`config.mk`:
```
export PLATFORM = sky130hd
export DESIGN_NAME = i2s_rx_sample_fifo
export DESIGN_NICKNAME = d
export VERILOG_FILES = /design/src/rtl/i2s_pkg.sv /design/src/rtl/sample_ram.sv /design/src/rtl/i2s_rx_sample_fifo.sv
export SDC_FILE = /design/constraint.sdc
export NUM_CORES = 1
export LEC_CHECK = 0
export ABC_AREA = 1
export BUFFER_PORTS_ARGS = -buffer_cell sky130_fd_sc_hd__buf_2
export CAP_MARGIN = 20
export CORE_ASPECT_RATIO = 0.8
export CORE_MARGIN = 4
export CORE_UTILIZATION = 50
export DETAILED_ROUTE_END_ITERATION = 16
export GPL_TIMING_DRIVEN = 0
export PLACE_DENSITY = 0.67
export SYNTH_ARGS = -nofsm -noshare
export SYNTH_HDL_FRONTEND = slang
export SYNTH_SLANG_ARGS = --single-unit
```
`constraint.sdc`:
```
create_clock -name sclk -period 5.2 [get_ports sclk]
set_input_delay 0.26 -clock sclk [delete_from_list [all_inputs] [get_ports sclk]]
set_output_delay 0.26 -clock sclk [all_outputs]
set_load 0.01 [all_outputs]
```
`src/rtl/i2s_pkg.sv`:
```
// Shared I2S types: default sample width, stereo frame layout, FIFO fill classification.
package i2s_pkg;

    localparam int unsigned WIDTH_DEFAULT = 16;

    typedef struct packed {
        logic [WIDTH_DEFAULT-1:0] left;
        logic [WIDTH_DEFAULT-1:0] right;
    } stereo_sample_t;

    typedef enum logic [1:0] {StEmpty, StPartial, StFull} fill_state_e;

    // Occupancy class of a sample buffer, derived purely from its entry count.
    function automatic fill_state_e fill_state(input int unsigned count, input int unsigned depth);
        if (count == 0) begin
            return StEmpty;
        end else if (count >= depth) begin
            return StFull;
        end
        return StPartial;
    endfunction

endpackage

```
`src/rtl/sample_ram.sv`:
```
// Frame storage: one synchronous write port, one asynchronous read port. Contents are not reset.
module sample_ram #(
    parameter int unsigned DW    = 32,
    parameter int unsigned DEPTH = 8,
    parameter int unsigned AW    = $clog2(DEPTH)
) (
    input  logic          sclk,
    input  logic          we,
    input  logic [AW-1:0] waddr,
    input  logic [DW-1:0] wdata,
    input  logic [AW-1:0] raddr,
    output logic [DW-1:0] rdata
);

    logic [DW-1:0] mem [DEPTH];

    // Write the incoming frame on the clock edge.
    always_ff @(posedge sclk) begin
        if (we) begin
            mem[waddr] <= wdata;
        end
    end

    assign rdata = mem[raddr];

endmodule

```
`src/rtl/i2s_rx_sample_fifo.sv`:
```
// Stereo frame FIFO between the I2S receiver and the DSP stage. First-word fall-through with a
// registered head, sticky overflow flag and occupancy count. Everything runs on sclk.
module i2s_rx_sample_fifo
    import i2s_pkg::*;
#(
    parameter int unsigned WIDTH = WIDTH_DEFAULT,
    parameter int unsigned DEPTH = 8
) (
    input  logic                     sclk,
    input  logic                     rst,
    input  logic                     frame_stb_i,
    input  logic [WIDTH-1:0]         left_i,
    input  logic [WIDTH-1:0]         right_i,
    output logic                     out_valid_o,
    input  logic                     out_ready_i,
    output logic [WIDTH-1:0]         left_o,
    output logic [WIDTH-1:0]         right_o,
    output logic [$clog2(DEPTH):0]   count_o,
    output logic                     full_o,
    output logic                     ovf_o,
    input  logic                     ovf_clr_i
);

    localparam int unsigned AW = $clog2(DEPTH);
    localparam int unsigned DW = 2 * WIDTH;
    localparam logic [AW:0] DEPTH_CNT = (AW + 1)'(DEPTH);

    logic [AW-1:0] wr_ptr_q, wr_ptr_d;
    logic [AW-1:0] rd_ptr_q, rd_ptr_d;
    logic [AW:0]   count_q, count_d;
    logic [DW-1:0] head_q, head_d;
    logic          ovf_q, ovf_d;
    logic [DW-1:0] next_head;
    fill_state_e   fill_st;
    logic          pop, wr, drop;

    assign fill_st     = fill_state(32'(count_q), DEPTH);
    assign out_valid_o = (fill_st != StEmpty);
    assign full_o      = (fill_st == StFull);
    assign count_o     = count_q;
    assign ovf_o       = ovf_q;
    assign left_o      = head_q[DW-1:WIDTH];
    assign right_o     = head_q[WIDTH-1:0];

    // A full FIFO still accepts a frame when the head leaves on the same edge.
    assign pop  = out_valid_o & out_ready_i;
    assign wr   = frame_stb_i & (!full_o | pop);
    assign drop = frame_stb_i & full_o & !pop;

    sample_ram #(
        .DW    (DW),
        .DEPTH (DEPTH),
        .AW    (AW)
    ) u_ram (
        .sclk  (sclk),
        .we    (wr),
        .waddr (wr_ptr_q),
        .wdata ({left_i, right_i}),
        .raddr (rd_ptr_q + AW'(1)),
        .rdata (next_head)
    );

    // Next-state for pointers, count, overflow flag and the registered head entry.
    always_comb begin
        wr_ptr_d = wr_ptr_q;
        rd_ptr_d = rd_ptr_q;
        count_d  = count_q;
        head_d   = head_q;
        ovf_d    = ovf_q;

        if (wr) begin
            wr_ptr_d = wr_ptr_q + AW'(1);
        end
        if (pop) begin
            rd_ptr_d = rd_ptr_q + AW'(1);
        end
        if (wr && !pop) begin
            count_d = count_q + (AW + 1)'(1);
        end else if (pop && !wr) begin
            count_d = count_q - (AW + 1)'(1);
        end

        // Head takes the incoming frame when it becomes the only entry; otherwise the successor.
        if (wr && (count_q == '0 || (count_q == (AW + 1)'(1) && pop))) begin
            head_d = {left_i, right_i};
        end else if (pop && count_q >= (AW + 1)'(2)) begin
            head_d = next_head;
        end

        if (ovf_clr_i) begin
            ovf_d = 1'b0;
        end
        if (drop) begin
            ovf_d = 1'b1;
        end
    end

    // State registers with asynchronous active-low reset.
    always_ff @(posedge sclk or negedge rst) begin
        if (!rst) begin
            wr_ptr_q <= '0;
            rd_ptr_q <= '0;
            count_q  <= '0;
            head_q   <= '0;
            ovf_q    <= 1'b0;
        end else begin
            wr_ptr_q <= wr_ptr_d;
            rd_ptr_q <= rd_ptr_d;
            count_q  <= count_d;
            head_q   <= head_d;
            ovf_q    <= ovf_d;
        end
    end

    // Only reachable if DEPTH were overridden illegally; keeps the count width honest.
    logic unused_depth;
    assign unused_depth = ^DEPTH_CNT;

endmodule

```
# [After elaboration in Yosys (flattened, before gate mapping)]
# Memories as Yosys holds them, arrays and structs flattened.
# Cells that the tools add are included.
[word_totals] ff_bits=43 memories=1 mem_bits_rw=256 in_bits=37
[op_classes] reduce_logical=14 muxes=13 eq_ne=2 add_sub_neg=4 bitwise_logic=5 order_cmp=2
[memory_table] name="u_ram.mem" depth=8 width=32 rd=1 rd_ports_with_merged_regs=0 wr=1 line="sample_ram.sv:15" text="logic [DW-1:0] mem [DEPTH];"
[op_table] operator="$mux W32" n=2
[op_table] operator="$mux W4" n=2
[op_table] operator="$reduce_bool A2 Y1" n=4
[op_table] operator="$add A3 B1 Y3 const B" n=2
[op_table] operator="$mux W1" n=6
[op_table] operator="$mux W2" n=3
[op_table] operator="$logic_and A1 B1 Y1" n=5
[op_table] operator="$add A4 B1 Y4 const B" n=1
[op_table] operator="$and A1 B1 Y1" n=4
[op_table] operator="$eq A4 B1 Y1 const B" n=1
[op_table] operator="$ge A4 B2 Y1 const B" n=1
[op_table] operator="$ge A4 B4 Y1 const B" n=1
[op_table] operator="$logic_not A4 Y1" n=1
[op_table] operator="$sub A4 B1 Y4 const B" n=1
[op_table] operator="$logic_not A1 Y1" n=3
[op_table] operator="$eq A2 B2 Y1 const B" n=1
[op_table] operator="$logic_or A1 B1 Y1" n=1
[op_table] operator="$or A1 B1 Y1" n=1

# [Logic depth before layout (Yosys ltp)]
[depth] depth_word=12 ltp_mapped=13 depth_no_buf=13

# [Cells and area by module]
# From an unflattened synthesis, not the netlist that was laid out.
[hier_totals] hier_cells=1477 hier_area_um2=14043.5
[by_module_without_submodules] module="sample_ram" area_each_um2=11232.0 instances=1 cells_per_inst=1124
[by_module_without_submodules] module="i2s_rx_sample_fifo" area_each_um2=2811.4 instances=1 cells_per_inst=353

# [Worst setup path after synthesis]
# Ideal clock, no wire load.
[synth_timing] path_type="flip-flop to flip-flop" start="reg count_q[0] (netlist: count_o[0])" end="mem u_ram.mem[0][0] (enable)" setup_ns=0.421 stages_incl_launch_ff=9 required_ns=4.779 setup_slack_ns=1.976 arrival_ns=2.803 n_path_buf=0 cell_sequence="dfrtp_1 -> inv_1 -> ha_1 -> nand2_2 -> nand2_4 -> nand2_4 -> nand2_1 -> or2_1 -> nor2_1"
[synth_between] elab_chain_len=10
[synth_rtl] element="start: declaration" line="i2s_rx_sample_fifo.sv:30" text="logic [AW:0] count_q, count_d;"
[synth_rtl] element="start signal: assignment" line="i2s_rx_sample_fifo.sv:109" text="count_q <= count_d;"
[synth_rtl] element="$ge A4 B4 Y1" line="i2s_pkg.sv:17" text="end else if (count >= depth) begin"
[synth_rtl] element="$mux W1" line="i2s_pkg.sv:17"
[synth_rtl] element="$mux W1" line="i2s_pkg.sv:15" text="if (count == 0) begin"
[synth_rtl] element="$mux W2 (*)" line="i2s_pkg.sv:20" text="return StPartial;"
[synth_rtl] element="$reduce_bool A2 Y1 (*)" line="i2s_rx_sample_fifo.sv:38" text="assign out_valid_o = (fill_st != StEmpty);"
[synth_rtl] element="via out_valid_o" line="i2s_rx_sample_fifo.sv:14" text="output logic out_valid_o,"
[synth_rtl] element="$and A1 B1 Y1 (*)" line="i2s_rx_sample_fifo.sv:46" text="assign pop = out_valid_o & out_ready_i;"
[synth_rtl] element="$or A1 B1 Y1 (*)" line="i2s_rx_sample_fifo.sv:47" text="assign wr = frame_stb_i & (!full_o | pop);"
[synth_rtl] element="$and A1 B1 Y1 (*)" line="i2s_rx_sample_fifo.sv:47"
[synth_rtl] element="$mux W1 (*)" line="sample_ram.sv:19" text="if (we) begin"
[synth_rtl] element="$mux W1 (not written as such) (*)" line="sample_ram.sv:20" text="mem[waddr] <= wdata;"
[synth_rtl] element="end: declaration" line="sample_ram.sv:15"
# The timed path passes the listed nets; every way through them passes the cells marked *.

# [Worst setup path after layout]
[layout_timing] start="reg count_q[0] (netlist: count_o[0])" end="mem u_ram.mem[4][5] (enable)"
[layout_between] elab_chain_len=10
[layout_rtl] element="$ge A4 B4 Y1" line="i2s_pkg.sv:17"
[layout_rtl] element="$mux W1" line="i2s_pkg.sv:17"
[layout_rtl] element="$mux W1" line="i2s_pkg.sv:15"
[layout_rtl] element="$mux W2 (*)" line="i2s_pkg.sv:20"
[layout_rtl] element="$eq A2 B2 Y1 / $reduce_bool A2 Y1 (equally long branches)" line="i2s_rx_sample_fifo.sv:39, i2s_rx_sample_fifo.sv:38"
[layout_rtl] element="$logic_not A1 Y1 / $and A1 B1 Y1 (equally long branches)" line="i2s_rx_sample_fifo.sv:47, i2s_rx_sample_fifo.sv:46"
[layout_rtl] element="$or A1 B1 Y1 (*)" line="i2s_rx_sample_fifo.sv:47"
[layout_rtl] element="$and A1 B1 Y1 (*)" line="i2s_rx_sample_fifo.sv:47"
[layout_rtl] element="$mux W1 (*)" line="sample_ram.sv:19"
[layout_rtl] element="$mux W1 (not written as such) (*)" line="sample_ram.sv:20"
# Every way passes the cells marked *; elsewhere a longest branch is shown, timed or not.

==> summary.md <==
| Metric | Value |
|---|---|
| Vias in the first global route | `9241` |
| Count of placed standard cells in the final layout, fillers left out | `1908` |
| Nets in the synthesized netlist | `1443` |
| Clk Tree Root Cell | `sky130_fd_sc_hd__clkbuf_16` |
| Worst relative slew slack | `41.5%` |
| Number of antenna violations at the first check in global routing | `0` |
| Capture point of the critical path | `u_ram.mem[4][5]$_DFFE_PP_` |
| Post-synth top area cell | `sky130_fd_sc_hd__edfxtp_1` |
| Synth cell count leaders | `sky130_fd_sc_hd__nand2_1 (463), sky130_fd_sc_hd__inv_1 (299), sky130_fd_sc_hd__edfxtp_1 (256)` |
| DRC | `0` |
| Die area | `29500 µm²` |
| Resized cells post-CTS | `0` |
| HP Class | `input pin to flip-flop` |
| CTS tree | `built` |
| Leakage power | `7.27 nW` |
| Combined area of all synthesized cells | `13400 µm²` |
| Buffer depth of the longest clock path | `3` |
| Fraction of power spent switching nets | `41.7%` |
| Critical Path Sink Type | `flip-flop` |
| Total core area | `26300 µm²` |
| Yosys warning count | `0` |
| Number of distinct library cell variants in the gate-level netlist after synthesis | `26` |
| Fmax | `350 MHz` |
| Final-stage net count | `1570` |
| Biggest area contributors in the synthesized netlist | `sky130_fd_sc_hd__edfxtp_1 (57%), sky130_fd_sc_hd__nand2_1 (13%), sky130_fd_sc_hd__inv_1 (8.4%), sky130_fd_sc_hd__dfrtp_1 (8.0%), sky130_fd_sc_hd__nand3_1 (7.2%)` |
| Placed Cells incl. Taps | `1840` |
| Skew final | `6.67 ps` |
| Maximum number of pins on one net before global-route repair | `29` |
| Commonest register cell after synthesis | `sky130_fd_sc_hd__edfxtp_1` |
| Sum of negative setup slack | `0 ps` |
| Async SR Flop Fraction | `14.4%` |
| Reg-to-reg setup timing slack | `2340 ps` |
| Unrepaired setup endpoints after global routing | `false` |
| Routed via count divided by cell count | `5.11` |
| Cells on worst reg2reg path | `9` |
| Critical R2R Launch | `count_o[0]$_DFFE_PN0P_` |
| Cell row count | `53` |
| Clock edge transition at the registers on the reported setup and hold paths | `60 ps` |
| Global router's overall resource usage | `23.2%` |
| Start-to-end type of the worst setup path | `flip-flop to flip-flop` |
| Final Hold Fails | `0` |
| Clock sink count | `299` |
| Final critical-path required period | `2860 ps` |
| Layout overhead on the synthesized area | `16.0%` |
| H-tree levels | `1` |
| Yosys reg bits | `299` |
| Sequential fraction of the synthesis area | `65.3%` |
| Clock insertion delay at the later pin of the skew report | `550 ps` |
| Post-synthesis cell count | `1400` |
| Start point of the critical path | `count_o[0]$_DFFE_PN0P_` |
| Required time worst endpoint | `5450 ps` |
| Total setup violations reported at the end of the flow | `0` |
| Run status | `completed` |
| Number of synthesized flops with an enable pin | `256` |
| Max rail drop VDD | `0.371 mV` |
| Top-count cell post-synth | `sky130_fd_sc_hd__nand2_1` |
| Total number of vias | `9747` |
| Share of final-layout standard cells stronger than drive strength 1 | `10.4%` |
| Fraction of power consumed by sequential logic | `34.2%` |
| Per-cell routed wire length | `17.8 µm` |
| Total overflow reported by the global router | `0` |
| Cell-internal power | `0.00548 W` |
| Residual antenna-violating net count after detailed routing | `0` |
| Area fraction of the dominant cell type after synthesis | `57.3%` |
| Endpoint of the worst-slack reg-to-reg timing path | `u_ram.mem[4][5]$_DFFE_PP_` |
| Drt pass-1 iters | `6` |
| Total setup buffers inserted after CTS | `0` |
| Number of maximum-capacitance violations | `0` |
| Power dissipated by switching net loads | `0.00392 W` |
| I/O Pins | `76` |
| Antenna cells | `0` |
| Wire length of the first global-routing pass | `52700 µm` |
| Setup crit start kind | `flip-flop` |
| Clock power frac | `21.6%` |
| Number of buffers inserted during clock tree synthesis | `30` |
| Critical Path Fanout Max | `18` |
| Die Span Y | `155 µm` |
| Final Cycle Share | `54.9%` |
| # port buffers | `74` |
| DRC violation total after the first TritonRoute iteration | `1114` |
| Pin slew with the least headroom to its limit | `878 ps` |
| Total count of max-transition violations in the final report | `0` |
| Routed WL | `34000 µm` |
| Syn_area_per_cell | `9.58 µm²` |
| HPWL reported at the end of detailed placement | `22000 µm` |
| Comb power frac | `44.1%` |
| Power Dens Cells | `604 nW/µm²` |
| X dimension of the die | `191 µm` |
| Arrival time of the worst setup path | `3110 ps` |
| Starting density of the core | `51.0%` |
| Gpl congestion | `0.799` |
## power by group through the flow
stage | Clock, W | Sequential, W | Combinational, W
floorplan | 0 | 0.00332 | 0.00255
global placement | 0 | 0.00328 | 0.00391
detailed placement | 0 | 0.00327 | 0.00409
CTS | 0.00205 | 0.00322 | 0.00414
global route | 0.00216 | 0.00326 | 0.00461
finish | 0.00203 | 0.00322 | 0.00415
## how the worst min path moves through the flow
stage | from | end | slack (ps) | cells after the start
4_1_cts | right_i[10] | u_ram.mem[5][10]$_DFFE_PP_ | 1 | 1
5_1_grt | left_i[6] | u_ram.mem[6][22]$_DFFE_PP_ | 5 | 1
3_5_place_dp | rst | count_o[2]$_DFFE_PN0P_ | 210 | 1
3_3_place_gp | ovf_clr_i | ovf_o$_DFFE_PN0P_ | 450 | 2
2_1_floorplan | rst | count_o[0]$_DFFE_PN0P_ | -40 | 0
6_report | left_i[6] | u_ram.mem[6][22]$_DFFE_PP_ | 6 | 1
## layout make-up
| class | instances | area, µm² |
|---|---|---|
| Tap cell | 357 | 447 |
| Sequential cell | 299 | 8760 |
| Fill cell | 2190 | 10800 |
| Clock buffer | 49 | 882 |
| Inverter | 304 | 1140 |
| Clock inverter | 7 | 45.0 |
| Buffer | 68 | 305 |
| Multi-Input combinational cell | 729 | 3260 |
| Timing Repair Buffer | 95 | 708 |
## sequential cells by signal, summed over array words and instances (netlist names)
signal / flops
u_ram.mem: 256
head_q: 32
ovf_o: 1
count_o: 4
rd_ptr_q: 3
wr_ptr_q: 3
## per-layer routing
metal	part of all wire, %	up-vias	global-route usage, %	routed length (µm)
li1	-	4675	-	-
met4	3.0	0	6.84	1020
met2	45	450	36.0	15200
met5	0	-	0	0
met1	43	4554	34.9	14700
met3	9.1	68	2.91	3080
## stage by stage
stage	area, µm²	setup WS, ps	hold slack, ps	util [%]	total power (W)
2_1_floorplan	13400	1980	-35.6	-	0.00587
5_1_grt	15600	2240	5.42	59.1	0.0100
6_report	15600	2340	5.80	59.1	0.00940
3_3_place_gp	14200	361	451	54.1	0.00719
4_1_cts	15600	2310	1.32	59.1	0.00941
3_5_place_dp	14500	2310	214	55.1	0.00736
## critical path, stage by stage (launching register included)
cell and delay [ps]:
sky130_fd_sc_hd__dfrtp_1 490, sky130_fd_sc_hd__inv_1 80, sky130_fd_sc_hd__ha_1 230, sky130_fd_sc_hd__nand2_2 110, sky130_fd_sc_hd__nand2_4 110, sky130_fd_sc_hd__nand2_4 160, sky130_fd_sc_hd__nand2_1 130, sky130_fd_sc_hd__or2_1 420
sky130_fd_sc_hd__nor2_4 560, sky130_fd_sc_hd__buf_16 250
## repair_timing
item,4_1_cts,5_1_grt
endpoints found under the hold margin,95,0
endpoints found under the setup margin,0,0
hold buffers,12,0
## placed cells by master (no fill, tap or decap), drive strengths merged, types with 2 or more instances in the layout
| cell type | instances |
|---|---|
| buf | 114 |
| clkinv | 6 |
| nand2 | 467 |
| edfxtp | 256 |
| dfrtp | 43 |
| nand3 | 195 |
| dlygate4sd3 | 12 |
| o21ai | 7 |
| ha | 6 |
| clkbuf | 86 |
| nand4 | 32 |
| nor2 | 9 |
| xnor2 | 2 |
| inv | 304 |
| a21oi | 3 |
| xor2 | 5 |
## cell families (layout without fill, tap and decap cells)
kind of cell,after synthesis,after routing,share of synthesized area [%]
flip-flops,299,299,65.3
adder cells (fa/ha/maj),6,6,0.560
AND/OR/NAND/NOR,705,705,22.4
XOR/XNOR,7,7,0.457
buffers and inverters,372,523,10.8
AO/OA/AOI/OAI,11,11,0.457
No activity file was read; power rests on OpenSTA's default activity.
